==> config.mk <==
export PLATFORM = sky130hd
export DESIGN_NAME = bcd_display_formatter
export DESIGN_NICKNAME = d
export VERILOG_FILES = /design/src/rtl/pathfinding_pkg.sv /design/src/rtl/bcd_digit_adjust.sv /design/src/rtl/bcd_display_formatter.sv
export SDC_FILE = /design/constraint.sdc
export NUM_CORES = 1
export LEC_CHECK = 0
export ABC_CLOCK_PERIOD_IN_PS = 1740
export BUFFER_PORTS_ARGS = -buffer_cell sky130_fd_sc_hd__buf_4
export CORE_MARGIN = 3
export CORE_UTILIZATION = 45
export CTS_CLUSTER_SIZE = 12
export DETAILED_ROUTE_END_ITERATION = 8
export SLEW_MARGIN = 20
export SYNTH_ARGS = -nofsm -noshare
export SYNTH_HDL_FRONTEND = slang
export SYNTH_HIERARCHICAL = 1
export SYNTH_SLANG_ARGS = --single-unit
==> constraint.sdc <==
create_clock -name CLOCK_50 -period 1.74 [get_ports CLOCK_50]
set_clock_uncertainty 0.2 [all_clocks]
set_input_delay 0.261 -clock CLOCK_50 [delete_from_list [all_inputs] [get_ports CLOCK_50]]
set_output_delay 0.261 -clock CLOCK_50 [all_outputs]
set_load 0.005 [all_outputs]
==> src/rtl/pathfinding_pkg.sv <==
// -----------------------------------------------------------------------------
// pathfinding_pkg
// Shared types and constants for the display path of the pathfinding board.
//   NUM_DIGITS  : number of seven-segment displays (HEX0..HEX5)
//   BCD_W       : width of one BCD digit
//   bcd_digit_t : one BCD digit
//   bcd_bus_t   : packed bus of all display digits, digit 0 least significant;
//                 the board top level uses it to carry digits_out to
//                 Seven_Seg_Data
//   fmt_state_t : states of the binary-to-BCD formatter
// -----------------------------------------------------------------------------
package pathfinding_pkg;

    localparam int NUM_DIGITS = 6;
    localparam int BCD_W      = 4;

    typedef logic [BCD_W-1:0] bcd_digit_t;

    typedef bcd_digit_t [NUM_DIGITS-1:0] bcd_bus_t;

    typedef enum logic [1:0] {
        IDLE  = 2'd0,
        SHIFT = 2'd1,
        DONE  = 2'd2
    } fmt_state_t;

endpackage : pathfinding_pkg

==> src/rtl/bcd_digit_adjust.sv <==
// -----------------------------------------------------------------------------
// bcd_digit_adjust
// Double-dabble correction for one BCD nibble: adds 3 when the nibble is 5 or
// more, so that the following left shift carries correctly into the next
// decimal digit. The largest legal input is 9, giving 12, so the result always
// fits in four bits.
//   digit_in  : BCD nibble before correction
//   digit_out : corrected nibble
// -----------------------------------------------------------------------------
module bcd_digit_adjust
    import pathfinding_pkg::*;
(
    input  bcd_digit_t digit_in,
    output bcd_digit_t digit_out
);

    // Add-3 correction for nibbles of 5 and above.
    always_comb begin
        digit_out = digit_in;
        if (digit_in >= 4'd5) begin
            digit_out = digit_in + 4'd3;
        end else begin
            digit_out = digit_in;
        end
    end

endmodule : bcd_digit_adjust

==> src/rtl/bcd_display_formatter.sv <==
// -----------------------------------------------------------------------------
// bcd_display_formatter
// Sequential binary-to-BCD converter feeding the seven-segment decoders.
// A value accepted over a valid/ready handshake is converted with the
// shift-add-3 algorithm, one bit per clock, and the finished digits are loaded
// into digits_out in one step so the displays never show partial results.
// Values above MAX_VAL saturate to MAX_VAL and raise overflow.
//
// Ports:
//   CLOCK_50   : system clock
//   reset_n    : asynchronous active-low reset
//   in_valid   : bin_in is valid this cycle
//   in_ready   : block can accept a new value (IDLE)
//   bin_in     : unsigned binary value to display
//   digits_out : registered BCD digits, digit i in bits [4i+3:4i]
//   done       : one-cycle pulse when digits_out has just been updated
//   overflow   : last accepted value exceeded MAX_VAL (sticky until next accept)
//
// Timing: a value accepted at edge k appears on digits_out at edge
// k+BIN_W+1, together with done; in_ready is high again in that cycle, so a
// new value can be taken back-to-back.
// -----------------------------------------------------------------------------
module bcd_display_formatter
    import pathfinding_pkg::*;
#(
    parameter int BIN_W   = 20,
    parameter int DIGITS  = 6,
    parameter int MAX_VAL = 999999
) (
    input  logic                  CLOCK_50,
    input  logic                  reset_n,
    input  logic                  in_valid,
    output logic                  in_ready,
    input  logic [BIN_W-1:0]      bin_in,
    output logic [4*DIGITS-1:0]   digits_out,
    output logic                  done,
    output logic                  overflow
);

    localparam int                SCR_W    = BCD_W * DIGITS;
    localparam int                CNT_W    = $clog2(BIN_W);
    localparam logic [BIN_W-1:0]  MAX_BIN  = BIN_W'(MAX_VAL);
    localparam logic [CNT_W-1:0]  LAST_CNT = CNT_W'(BIN_W - 1);

    fmt_state_t          state_r;
    fmt_state_t          state_next_s;
    logic                accept_s;
    logic                over_s;
    logic [BIN_W-1:0]    bin_sat_s;
    logic [BIN_W-1:0]    bin_r;
    logic [SCR_W-1:0]    scratch_r;
    logic [SCR_W-1:0]    scratch_adj_s;
    logic [SCR_W-1:0]    scratch_next_s;
    logic [BIN_W-1:0]    bin_next_s;
    logic [CNT_W-1:0]    cnt_r;
    logic [SCR_W-1:0]    digits_r;
    logic                done_r;
    logic                overflow_r;
    logic                in_ready_r;

    // One add-3 corrector per scratch nibble.
    genvar g;
    generate
        for (g = 0; g < DIGITS; g++) begin : g_adjust
            bcd_digit_t adj_digit_s;

            bcd_digit_adjust u_adjust (
                .digit_in  (scratch_r[BCD_W*g +: BCD_W]),
                .digit_out (adj_digit_s)
            );

            assign scratch_adj_s[BCD_W*g +: BCD_W] = adj_digit_s;
        end
    endgenerate

    // Correct first, then shift {scratch, binary} left by one bit.
    always_comb begin
        scratch_next_s = {scratch_adj_s[SCR_W-2:0], bin_r[BIN_W-1]};
        bin_next_s     = {bin_r[BIN_W-2:0], 1'b0};
    end

    // Input saturation: anything above MAX_VAL is displayed as MAX_VAL.
    always_comb begin
        over_s    = 1'b0;
        bin_sat_s = bin_in;
        if (bin_in > MAX_BIN) begin
            over_s    = 1'b1;
            bin_sat_s = MAX_BIN;
        end else begin
            over_s    = 1'b0;
            bin_sat_s = bin_in;
        end
    end

    // FSM state register.
    always_ff @(posedge CLOCK_50 or negedge reset_n) begin
        if (!reset_n) begin
            state_r <= IDLE;
        end else begin
            state_r <= state_next_s;
        end
    end

    // FSM next-state logic and accept strobe.
    always_comb begin
        state_next_s = state_r;
        accept_s     = 1'b0;
        case (state_r)
            IDLE: begin
                if (in_valid) begin
                    state_next_s = SHIFT;
                    accept_s     = 1'b1;
                end else begin
                    state_next_s = IDLE;
                    accept_s     = 1'b0;
                end
            end
            SHIFT: begin
                if (cnt_r == LAST_CNT) begin
                    state_next_s = DONE;
                end else begin
                    state_next_s = SHIFT;
                end
            end
            DONE: begin
                state_next_s = IDLE;
            end
            default: begin
                state_next_s = IDLE;
            end
        endcase
    end

    // Conversion datapath and registered outputs.
    always_ff @(posedge CLOCK_50 or negedge reset_n) begin
        if (!reset_n) begin
            bin_r      <= '0;
            scratch_r  <= '0;
            cnt_r      <= '0;
            digits_r   <= '0;
            done_r     <= 1'b0;
            overflow_r <= 1'b0;
            in_ready_r <= 1'b1;
        end else begin
            done_r     <= 1'b0;
            // Ready is a registered copy of "will be IDLE next cycle".
            in_ready_r <= (state_next_s == IDLE);
            case (state_r)
                IDLE: begin
                    if (accept_s) begin
                        bin_r      <= bin_sat_s;
                        scratch_r  <= '0;
                        cnt_r      <= '0;
                        overflow_r <= over_s;
                    end else begin
                        bin_r      <= bin_r;
                    end
                end
                SHIFT: begin
                    scratch_r <= scratch_next_s;
                    bin_r     <= bin_next_s;
                    cnt_r     <= cnt_r + CNT_W'(1);
                end
                DONE: begin
                    digits_r <= scratch_r;
                    done_r   <= 1'b1;
                end
                default: begin
                    done_r <= 1'b0;
                end
            endcase
        end
    end

    assign in_ready   = in_ready_r;
    assign digits_out = digits_r;
    assign done       = done_r;
    assign overflow   = overflow_r;

endmodule : bcd_display_formatter

==> key figures <==
Floorplanning
  • Die width: slightly below 100 um
  • Standard-cell rows: 32
  • Die height: between 90 and 100 um
  • I/O pin count: 50
  • Initial Util: a little under half
  • Die area: 0.009295 sq mm
  • Core Box Area: around 0.0078 sq mm

Run status
  • Status: finished clean

Timing
  • Final setup TNS: 0 ns
  • Max-slew violation count: 0
  • Slew HR: between 70% and 80%
  • PnR worst setup slack: 0.07474 ns
  • Worst Tran Pin Value: around 0.42 ns
  • Unrepaired setup endpoints after global routing: no
  • Fin. Hold Viols: 0
  • Fmax: about 600 MHz
  • Final worst path period share: 95.70%
  • Minimum clock period: between 1.5 and 2 ns
  • # setup viols final: 0
  • Hold slack: ~0.013 ns

Critical path
  • Worst Setup Start Kind: input port
  • Crit path required time: 1.77 ns
  • Worst-path maximum fanout: 5
  • CP max stage delay: between 0.5 and 0.6 ns
  • Slowest-stage cell, CP: dlygate4sd3_1
  • Crit end category: register
  • Critical path type: in -> reg
  • CP arrival: ~1.7 ns
  • Critical-path cell list: dlygate4sd3_1, buf_4, nand4_1, nor2_4, a21oi_1, a21o_1

Pwr
  • Leak Pwr: about 2.3 nW
  • VDD IR max: a little over 0.0008 V
  • Pwr/cell area: approximately 1800 mW/mm^2

Route
  • DR vias: between 2k and 3k
  • Total wire length: a little over 7000 um
  • Vias per inst: between 5 and 6
  • ANT nets after route: 0
  • First-pass iteration count of the detailed router: 4
  • Drt initial violations: between 100 and 150
  • DRC Markers: 0
  • Wire per inst: 13.90 um

Final layout
  • Area Growth Syn to Fin: 27.31%
  • Final non-filler cell area: roughly 0.0047 sq mm
  • Number of fill cells in the layout: approximately 690
  • Nets@finish: about 440
  • ANT cells: 0
  • Layout cell share with drive strength beyond 1: a little under 30%
  • Final core utilization: 59.68%

Place
  • Count of input and output buffers: 49
  • Area post-placement: ~0.0043 sq mm
  • DP HPWL: approximately 4700 um
  • Gp weighted congestion: around 0.77
  • Dpl ws: 0.06059 ns

Clock tree
  • Root Buffer: clkbuf_8
  • TritonCTS clock tree: done
  • Clock transition at path regs: 0.07 ns
  • Maximum clock insertion buffer count: 2
  • Clk sink count: 78
  • H-tree levels: 3
  • TritonCTS buffer count: 9
  • Worst-Skew Late Latency: 0.34 ns

Logic synthesis
  • Synth Instances: 329
  • Mapped cell area: between 0.003 and 0.004 sq mm
  • Syn_area_per_cell: approximately 11 sq um
  • Post-Synthesis Net Count: approximately 370
  • Synth warn: 6

GRT
  • Largest net degree at the start of global routing: slightly below 80
  • GRT Util Overall: 17.03%
  • Initial antenna violation count: 0
  • Grt ovf: 0
  • Global-route wire length before repair: 12350 um
  • Vias in the first global route: between 2k and 3k

Flow run
  • Max Cap Viol: 0

Min path
  • Hold Path Class: in -> reg
## stage by stage
step	total power (W)	instances
after floorplan	0.005732	329
after global placement	0.006734	481
after detailed placement	0.006835	481
after CTS	0.008370	515
after global routing	0.009058	515
final	0.008339	515
## per-layer routing
layer  track usage [%]  wire [um]  up-vias  part of all wire (%)
met1             23.78       3562     1302                    50
met3             2.556        221        9                   3.1
met4             6.659         97        0                   1.4
li1                  -          -     1324                     -
met2             26.80       3277       45                    46
met5                 0          0        -                     0
## state kept, by name, indices dropped and copies added, names as in the netlist
| signal | cells |
|---|---|
| in_ready | 1 |
| bin_r | 20 |
| done | 1 |
| state_r | 2 |
| digits_out | 24 |
| cnt_r | 5 |
| scratch_r | 24 |
| overflow | 1 |
## cells in the final DEF, fill, tap and decap left out, types with 6 or more instances in the layout
cell	count
nor2_1	24
buf_4	59
mux2i_1	6
xnor2_1	6
nand2_1	35
o22ai_1	7
ha_1	11
mux2_2	24
clkbuf_8	9
dfrtp_1	75
a21oi_1	7
nand2b_1	13
a21o_1	7
inv_1	12
a21oi_2	6
dlygate4sd3_1	18
a22o_1	32
o21ai_0	11
## repair_timing
action	4_1_cts	5_1_grt
hold buffers	18	0
buffers inserted	0	0
setup endpoints to repair	0	18
hold endpoints to repair	94	0
resized for setup	0	9
## critical path, delay by kind of cell
family | cells | cell delay (ns)
AOI/OAI and AO/OA | 2 | 0.34
buffers and inverters | 2 | 0.67
and+or+nand+nor | 2 | 0.43
## final timing paths
kind,endpoint,cells after the start,slack [ns],startpoint
max,bin_r[8],6,0.07,bin_in[17]
min reg2reg,overflow,2,0.29,overflow
min,bin_r[4],3,0.01,bin_in[4]
max reg2reg,scratch_r[18],5,0.09,scratch_r[16]
min in group asynchronous,digits_out[1],3,0.26,reset_n
max in group asynchronous,in_ready,3,0.69,reset_n
## cell type report
class	instances	area [sq um]	area share (%)
Sequential cell	78	1956	41.76
Multi-Input combinational cell	223	1610	34.38
Timing Repair Buffer	82	723.2	15.44
Clock buffer	10	127.6	2.725
Tap cell	102	127.6	2.725
Clock inverter	6	86.33	1.843
Inverter	14	52.55	1.122
## report_power, final
| group | internal, W | switching (W) |
|---|---|---|
| Sequential | 0.00258 | 0.000632 |
| Clock | 0.000806 | 0.000646 |
| Combinational | 0.00204 | 0.00163 |
| Total | 0.00543 | 0.00291 |
Note: power is estimated with default switching activity, not from simulation.
